### src/rtl/fifo_wr_arbiter_pkg.sv
// Shared types and the rotating-priority pick helper for the FIFO write-port arbiter.
package fifo_arb_pkg;

   typedef enum logic {ARB = 1'b0, BURST = 1'b1} arb_state_t;

   localparam int STAT_W  = 16;
   localparam int RR_MAXN = 8;

   // First set bit of valid scanning ptr, ptr+1, ... modulo n; returns ptr when none is set.
   function automatic logic [2:0] rr_pick(input logic [RR_MAXN-1:0] valid,
                                          input logic [2:0] ptr,
                                          input int n);
      int k;
      rr_pick = ptr;
      for (int i = RR_MAXN - 1; i >= 0; i--) begin
         if (i < n) begin
            k = (int'(ptr) + i) % n;
            if (valid[k[2:0]]) rr_pick = k[2:0];
         end
      end
   endfunction

endpackage

### src/rtl/fifo_wr_arbiter_if.sv
// Producer-side and FIFO-write-side signals of the arbiter; master is the arbiter's view.
interface fifo_wr_arbiter_if #(
   parameter int DSIZE = 8,
   parameter int NREQ  = 4,
   parameter int IDW   = $clog2(NREQ)
) ();
   logic [NREQ-1:0]       s_valid;
   logic [NREQ*DSIZE-1:0] s_data;
   logic [NREQ-1:0]       s_ready;
   logic                  wfull;
   logic                  winc;
   logic [DSIZE-1:0]      wdata;
   logic                  grant_vld;
   logic [IDW-1:0]        grant_id;

   modport master (input s_valid, s_data, wfull,
                   output s_ready, winc, wdata, grant_vld, grant_id);
   modport slave  (output s_valid, s_data, wfull,
                   input s_ready, winc, wdata, grant_vld, grant_id);
endinterface

### src/rtl/fifo_wr_arbiter_rr_pick.sv
// Combinational rotating-priority picker: valid vector + start pointer -> winning index and found flag.
module rr_pick_nreq
   import fifo_arb_pkg::*;
#(
   parameter int NREQ = 4,
   parameter int IDW  = $clog2(NREQ)
) (
   input  logic [NREQ-1:0] valid_i,
   input  logic [IDW-1:0]  ptr_i,
   output logic [IDW-1:0]  idx_o,
   output logic            found_o
);
   logic [RR_MAXN-1:0] valid_ext;
   logic [2:0]         ptr_ext;
   logic [2:0]         pick;

   assign valid_ext = RR_MAXN'(valid_i);
   assign ptr_ext   = 3'(ptr_i);
   assign pick      = rr_pick(valid_ext, ptr_ext, NREQ);
   assign idx_o     = IDW'(pick);
   assign found_o   = |valid_i;
endmodule

### src/rtl/fifo_wr_arbiter.sv
// Round-robin burst arbiter for the FIFO write port; first s_ready one cycle after s_valid, stalls on wfull.
// FIFO_WR_ARB_STATS_EN adds per-requester accepted-word counts and a wfull stall counter.
module fifo_wr_arbiter
   import fifo_arb_pkg::*;
#(
   parameter int DSIZE     = 8,
   parameter int NREQ      = 4,
   parameter int BURST_LEN = 4
) (
   input  logic               wclk,
   input  logic               wrst,
   fifo_wr_arbiter_if.master  bus
`ifdef FIFO_WR_ARB_STATS_EN
   ,
   output logic [NREQ*STAT_W-1:0] stat_cnt,
   output logic [STAT_W-1:0]      stall_cnt
`endif
);
   localparam int IDW = $clog2(NREQ);
   localparam int BCW = $clog2(BURST_LEN) + 1;

   arb_state_t       state_q, state_d;
   logic [IDW-1:0]   grant_id_q, grant_id_d;
   logic [IDW-1:0]   rr_ptr_q, rr_ptr_d;
   logic [BCW-1:0]   beat_cnt_q, beat_cnt_d;
   logic [IDW-1:0]   pick_idx;
   logic             pick_found;
   logic             g_valid;
   logic             last_beat;
   logic [NREQ-1:0]  s_ready;
   logic             winc;
   logic [DSIZE-1:0] wdata;
   logic             grant_vld;

   rr_pick_nreq #(.NREQ(NREQ)) u_pick (
      .valid_i (bus.s_valid),
      .ptr_i   (rr_ptr_q),
      .idx_o   (pick_idx),
      .found_o (pick_found)
   );

   assign g_valid   = bus.s_valid[grant_id_q];
   assign last_beat = (beat_cnt_q == BCW'(BURST_LEN - 1));

   always_comb begin
      state_d    = state_q;
      grant_id_d = grant_id_q;
      rr_ptr_d   = rr_ptr_q;
      beat_cnt_d = beat_cnt_q;
      s_ready    = '0;
      winc       = 1'b0;
      wdata      = '0;
      grant_vld  = 1'b0;
      case (state_q)
         ARB: begin
            if (pick_found && !bus.wfull) begin
               grant_id_d = pick_idx;
               beat_cnt_d = '0;
               state_d    = BURST;
            end
         end
         BURST: begin
            grant_vld           = 1'b1;
            s_ready[grant_id_q] = ~bus.wfull;
            winc                = g_valid & ~bus.wfull;
            if (winc) begin
               wdata = bus.s_data[grant_id_q*DSIZE +: DSIZE];
               if (!last_beat) beat_cnt_d = beat_cnt_q + 1'b1;
            end
            // Full burst done, or the owner went idle while the FIFO had room.
            if ((winc && last_beat) || (!bus.wfull && !g_valid)) begin
               state_d  = ARB;
               rr_ptr_d = (grant_id_q == IDW'(NREQ - 1)) ? '0 : grant_id_q + 1'b1;
            end
         end
         default: state_d = ARB;
      endcase
      // Reset masks outputs immediately so an in-flight word is never written.
      if (wrst) begin
         s_ready   = '0;
         winc      = 1'b0;
         wdata     = '0;
         grant_vld = 1'b0;
      end
   end

   always_ff @(posedge wclk) begin
      if (wrst) begin
         state_q    <= ARB;
         grant_id_q <= '0;
         rr_ptr_q   <= '0;
         beat_cnt_q <= '0;
      end else begin
         state_q    <= state_d;
         grant_id_q <= grant_id_d;
         rr_ptr_q   <= rr_ptr_d;
         beat_cnt_q <= beat_cnt_d;
      end
   end

   assign bus.s_ready   = s_ready;
   assign bus.winc      = winc;
   assign bus.wdata     = wdata;
   assign bus.grant_vld = grant_vld;
   assign bus.grant_id  = grant_id_q;

`ifdef FIFO_WR_ARB_STATS_EN
   logic [STAT_W-1:0] stat_q [NREQ];
   logic [STAT_W-1:0] stall_q;

   always_ff @(posedge wclk) begin
      if (wrst) begin
         for (int i = 0; i < NREQ; i++) stat_q[i] <= '0;
         stall_q <= '0;
      end else begin
         for (int i = 0; i < NREQ; i++) begin
            if (winc && grant_id_q == IDW'(i) && stat_q[i] != '1) stat_q[i] <= stat_q[i] + 1'b1;
         end
         if (state_q == BURST && bus.wfull && stall_q != '1) stall_q <= stall_q + 1'b1;
      end
   end

   for (genvar i = 0; i < NREQ; i++) begin : g_stat
      assign stat_cnt[i*STAT_W +: STAT_W] = stat_q[i];
   end
   assign stall_cnt = stall_q;
`else
   // Core-only build: no statistics state.
`endif
endmodule

### src/flat_wrapper.sv
// flat-port wrapper written by rule: the top's interface ports become plain ports
module fifo_wr_arbiter_flat import fifo_arb_pkg::*;
#(
   parameter int DSIZE     = 8,
   parameter int NREQ      = 4,
   parameter int BURST_LEN = 4
)
  (wclk, wrst, bus_s_valid, bus_s_data, bus_wfull, bus_s_ready, bus_winc, bus_wdata, bus_grant_vld, bus_grant_id);
  fifo_wr_arbiter_if #(.DSIZE(DSIZE), .NREQ(NREQ)) bus_i ();
  input  logic wclk;
  input  logic wrst;
  input wire logic [$bits(bus_i.s_valid)-1:0] bus_s_valid;
  input wire logic [$bits(bus_i.s_data)-1:0] bus_s_data;
  input wire logic [$bits(bus_i.wfull)-1:0] bus_wfull;
  output wire logic [$bits(bus_i.s_ready)-1:0] bus_s_ready;
  output wire logic [$bits(bus_i.winc)-1:0] bus_winc;
  output wire logic [$bits(bus_i.wdata)-1:0] bus_wdata;
  output wire logic [$bits(bus_i.grant_vld)-1:0] bus_grant_vld;
  output wire logic [$bits(bus_i.grant_id)-1:0] bus_grant_id;
  assign bus_i.s_valid = bus_s_valid;
  assign bus_i.s_data = bus_s_data;
  assign bus_i.wfull = bus_wfull;
  assign bus_s_ready = bus_i.s_ready;
  assign bus_winc = bus_i.winc;
  assign bus_wdata = bus_i.wdata;
  assign bus_grant_vld = bus_i.grant_vld;
  assign bus_grant_id = bus_i.grant_id;
  fifo_wr_arbiter #(.DSIZE(DSIZE), .NREQ(NREQ), .BURST_LEN(BURST_LEN)) u_core (.wclk(wclk), .wrst(wrst), .bus(bus_i));
endmodule
### config.mk
export PLATFORM = sky130hd
export DESIGN_NAME = fifo_wr_arbiter_flat
export DESIGN_NICKNAME = d
export VERILOG_FILES = /design/src/rtl/fifo_wr_arbiter_pkg.sv /design/src/rtl/fifo_wr_arbiter_if.sv /design/src/rtl/fifo_wr_arbiter_rr_pick.sv /design/src/rtl/fifo_wr_arbiter.sv /design/src/flat_wrapper.sv
export SDC_FILE = /design/constraint.sdc
export NUM_CORES = 1
export LEC_CHECK = 0
export CELL_PAD_IN_SITES_DETAIL_PLACEMENT = 0
export CELL_PAD_IN_SITES_GLOBAL_PLACEMENT = 2
export CORE_ASPECT_RATIO = 0.5
export CORE_MARGIN = 4
export CORE_UTILIZATION = 19
export CTS_CLUSTER_SIZE = 8
export DETAILED_ROUTE_END_ITERATION = 8
export PLACE_DENSITY = 0.77
export REMOVE_ABC_BUFFERS = 1
export SLEW_MARGIN = 20
export SYNTH_ARGS = -nofsm -noshare
export SYNTH_HDL_FRONTEND = slang
export SYNTH_SLANG_ARGS = --single-unit
export TNS_END_PERCENT = 50
### constraint.sdc
create_clock -name wclk -period 2.5 [get_ports wclk]
set_input_delay 0.5 -clock wclk [delete_from_list [all_inputs] [get_ports wclk]]
set_output_delay 0.5 -clock wclk [all_outputs]
set_load 0.005 [all_outputs]
Word level (Yosys, flattened, before mapping)
Index checks and enable logic that the tools add are counted.

operators by class
  reductions and logical operators = 14
  shift-type cells = 1
  muxes and demuxes = 33
  $add $sub $neg = 5
  order comparisons = 6
  bitwise gates (word level) = 7
  eq/ne operators = 5

operators with widths
  kind                                                                  count
  32-bit by 6-bit variable part select with 8-bit output                1
  8-bit two-way mux                                                     3
  3-bit by 4-bit < comparator with 1-bit output, second input constant  3
  1-bit two-way mux                                                     12
  2-bit two-way mux                                                     5
  1-bit binary-select mux with 3-bit select                             3
  3-bit two-way mux                                                     3
  4-bit two-way mux                                                     2
  3-bit case mux with 2 select lines                                    1
  2-bit OR reduction                                                    3
  2-bit by 1-bit adder with 2-bit output, second input constant         2
  2-bit adder, second input constant                                    2
  4-bit bitwise AND                                                     1
  1-bit binary-select mux with 2-bit select                             2
  1-bit logical AND                                                     4
  2-bit by 4-bit < comparator with 1-bit output, second input constant  1
  2-bit inequality test, second input constant                          2
  2-bit AND reduction                                                   2
  4-bit OR reduction                                                    1
  3-bit by 1-bit adder with 3-bit output, second input constant         1
  1-bit bitwise AND, first input constant                               3
  3-bit by 2-bit == test with 1-bit output, second input constant       1
  2-bit by 3-bit < comparator with 1-bit output, second input constant  1
  3-bit AND reduction                                                   1
  9 further kinds                                                       11

storage, ports and cells
  bits of input ports = 39
  logic and storage cells = 75
  register bits after elaboration = 8
  output and inout bits = 16

Longest topological paths before layout
  depth after elaboration = 9
  gate-level depth with buffers = 6
  gate-level depth less buffers = 6

Modules after synthesis
From an unflattened synthesis, not the netlist that was laid out.

unflattened totals
  cells, all modules = 94
  area, all modules = 857.1 um2

modules (own cells, without submodules)
  module           cells an instance  instances  seq. area each (um2)  area each (um2)
  fifo_wr_arbiter  78                 1          160.2                 757.0
  rr_pick_nreq     16                 1          0.0                   100.1

Worst setup path before layout
Ideal clock, no wire load.

  path kind = register -> output
  start = reg u_core.grant_id_q[0] (netlist: u_core.bus.grant_id[0])
  end = out bus_wdata[0]
  path slack = 0.561 ns
  buffers on the path = 1
  required time = 2.000 ns
  data arrival time = 1.439 ns
  stages on the path, launching flop included = 4
  path through = dfxtp_1 buf_2 mux4_2 and3_1

on the way
  cells in the longest elaborated chain, start to end = 6
  elaborated cells between the ends (all ways) = 7
  those cells by class = shift (1); mux (5); bitwise (1)

RTL lines
  what                                                                                                            line                   text
  start, declared                                                                                                 fifo_wr_arbiter.sv:23  logic [IDW-1:0] grant_id_q, grant_id_d;
  start signal, assigned                                                                                          fifo_wr_arbiter.sv:95  grant_id_q <= grant_id_d;
  parallel branches: the longest is 3 deep, another holds 32-bit by 6-bit variable part select with 8-bit output  --
  8-bit two-way mux (*)                                                                                           fifo_wr_arbiter.sv:66  if (winc) begin
  8-bit two-way mux (*)                                                                                           fifo_wr_arbiter.sv:54  case (state_q)
  8-bit two-way mux (*)                                                                                           fifo_wr_arbiter.sv:79  if (wrst) begin
  end, declared                                                                                                   flat_wrapper.sv:17     output wire logic [$bits(bus_i.wdata)-1:0] bus_wdata;

Mark *: on every way between the ends. The select of a mux whose other input is x is not followed.

Final worst setup path
  start = in bus_s_data[16]
  end = out bus_wdata[0]

on the way
  cells in the longest elaborated chain, start to end = 4

RTL lines
  what                                                    line                   text
  start, declared                                         flat_wrapper.sv:13     input wire logic [$bits(bus_i.s_data)-1:0] bus_s_data;
  32-bit by 6-bit variable part select with 8-bit output  fifo_wr_arbiter.sv:67  wdata = bus.s_data[grant_id_q*DSIZE +: DSIZE];
  8-bit two-way mux                                       fifo_wr_arbiter.sv:66
  8-bit two-way mux                                       fifo_wr_arbiter.sv:54
  8-bit two-way mux                                       fifo_wr_arbiter.sv:79

No other way between the ends.

==> metrics.yaml <==
ys_seq_elements: 8
core_sq_mm: 0.00402
route.vias.total: 936
clkTransAtPathRegs_ps: 40
power_frac_seq: 0.296
swShare: 0.257
ys_warn_count: 0
internal-power_mw: 0.362
synth_top_cell_by_area: "mux4_2"
powerDensity_mw_per_mm2: 304
grt_max_degree: 15
max_stage_delay_ps: 450
start_util: 0.203
ioPinCount: 55
synth_seq_area_share: 0.196
grtUsageTotal: 0.116
rows: 16
wl_per_cell_microns: 15.0
synthFlopType: "dfxtp_1"
hold_viol_final: 0
syn-cell-area_sq_um: 818
drc: 0
ys_async_sr_fraction: 0
critPathLaunchType: "input port"
synth_most_common_cell: "mux4_2"
grt-ovfl-total: 0
leakage_nw: 0.687
cp_data_arrival_time_ps: 1980
antenna_found_initial: 0
area_delta_synth_final_pct: 95.7
skew_ps: 2.55
io_buffers: 54
status: "finished, final reports clean"
nets: 202
synth.avg_cell_area_sq_um: 9.41
cts.sinks: 8
grt_first_pass_wirelength_mm: 4.89
cts_made_buffers: 3
die_w_microns: 101
cts_tree: "built"
initialDrtViolationCount: 23
cpMaxStageDelayCell: "mux4_2"
routed_via_density: 4.48
synth_cell_types: 30
slew_violations: 0
dieArea_sq_mm: 0.00548
tightest_slew_ps: 478
critPathCaptureType: "output port"
combPwrFrac: 0.385
synth_edf_count: 0
hold_buffers: 0
crit_chain: "clkdlybuf4s50_1 > mux4_2 > and3_1 > clkdlybuf4s50_1"
synth_cells: 87
cts-htree-levels: 1
path_max_fanout: 1
ant_nets: 0
ir_worst_vdd_mv: 0.129
grt_pass1_vias: 957
hpwl_mm: 2.28
worst_path_most_repeated_cell: "clkdlybuf4s50_1"
clockPowerShare: 0.318
die_h_microns: 54.4
place_ws_ps: -207
setup_violations: 0
timing_worst_setup_path_type: "in -> out"
min_period_over_period: 0.991
fin_util: 0.398
synth_commonest_cells: "mux4_2 (9), and3_1 (8), dfxtp_1 (8)"
drive_gt1_frac: 0.213
antennaDiodeCount: 0
fmax_ghz: 0.404
clock_path_buffers: 2
cp.required_ps: 2000
tns_ps: 0
dr.pass1.iters: 4
p_sw_mw: 0.125
synth_top_area_share: 0.248
gp_congestion: 0.786
root_buffer: "clkbuf_8"
synth_area_leaders: "mux4_2 (25%), dfxtp_1 (20%), ha_1 (9.2%)"
slew_headroom: 0.678
min_period_ps: 2480
finalWorstSetupSlack_ps: 23.0
finalPower_mw: 0.487
grt_setup_unrepaired: "false"
clkLatencyLatePin_ps: 230
cap_violations: 0
hp-class: "reg -> reg"
wl_mm: 3.14
[routing by layer]
| metal | share of wire | GRT usage |
|---|---|---|
| met1 | 0.45 | 0.150 |
| met5 | 0 | 0 |
| met4 | 0.013 | 0.0268 |
| met3 | 0.047 | 0.0178 |
| met2 | 0.49 | 0.208 |
[sequential cells by signal, summed over array words and instances (netlist names)]
register,flops
u_core.beat_cnt_q,3
u_core.bus.grant_id,2
u_core.rr_ptr_q,2
u_core.state_q,1
[stage by stage]
step	cell area, sq um	instances	hold WS (ps)
after floorplan	790	82	445
after CTS	1590	208	481
after global routing	1600	209	511
after detailed placement	1490	200	469
after global placement	1490	200	460
final	1600	209	478
[critical path, delay by kind of cell]
family	cells	cell delay [ps]
mux	1	450
simple gates	1	180
buf+inv	2	850
[cell families after synthesis]
logic type | Yosys count | synth area share
AO/OA/AOI/OAI | 13 | 0.118
adder cells (fa/ha/maj) | 6 | 0.0917
buffers and inverters | 12 | 0.0673
flip-flops | 8 | 0.196
multiplexers | 11 | 0.272
AND/OR/NAND/NOR | 37 | 0.255
[power by group through the flow]
stage | Clock [mW] | Sequential [mW] | Combinational, mW
6_report | 0.155 | 0.144 | 0.188
5_1_grt | 0.170 | 0.146 | 0.203
4_1_cts | 0.161 | 0.144 | 0.189
3_5_place_dp | 0 | 0.144 | 0.175
3_3_place_gp | 0 | 0.144 | 0.174
2_1_floorplan | 0 | 0.148 | 0.0616
[layout make-up]
type	count	area (sq um)
inverters	7	26.3
fillers	409	2420
clock buffers	3	41.3
flip-flops and latches	8	161
repair buffers	69	664
multi-input cells	68	641
well taps	54	67.6
[layout by cell type, fill, tap and decap left out, drive strengths merged]
cell type / n
o21ai: 2
and3: 8
dfxtp: 8
nor4: 1
clkdlybuf4s50: 41
or2: 2
inv: 7
or3: 1
dlymetal6s2s: 2
a211oi: 1
buf: 15
nand3b: 1
a21oi: 5
clkbuf: 3
a211o: 1
and2: 4
mux4: 10
nor2b: 4
nor2: 7
mux2i: 2
ha: 6
o311a: 1
nand4b: 2
o31ai: 2
o2111ai: 1
nand2: 3
nand2b: 1
nand3: 1
nor3: 2
dlygate4sd2: 11
[path summary, 6_finish.rpt]
| kind | slack [ps] | end | start | cells after the start |
|---|---|---|---|---|
| max | 20 | bus_wdata[0] | bus_s_data[16] | 4 |
| min | 480 | u_core.beat_cnt_q[0]$_SDFFE_PP0P_ | u_core.beat_cnt_q[0]$_SDFFE_PP0P_ | 1 |
| max reg2reg | 650 | u_core.rr_ptr_q[1]$_SDFFE_PP0P_ | u_core.bus.grant_id[1]$_SDFFE_PP0P_ | 6 |
| min reg2reg | 480 | u_core.beat_cnt_q[0]$_SDFFE_PP0P_ | u_core.beat_cnt_q[0]$_SDFFE_PP0P_ | 1 |
[repair_timing]
item	4_1_cts	5_1_grt
setup buffers	3	1
resized for setup	20	2
cloned	2	0
endpoints found under the setup margin	13	6
No activity file was read; power rests on OpenSTA's default activity.
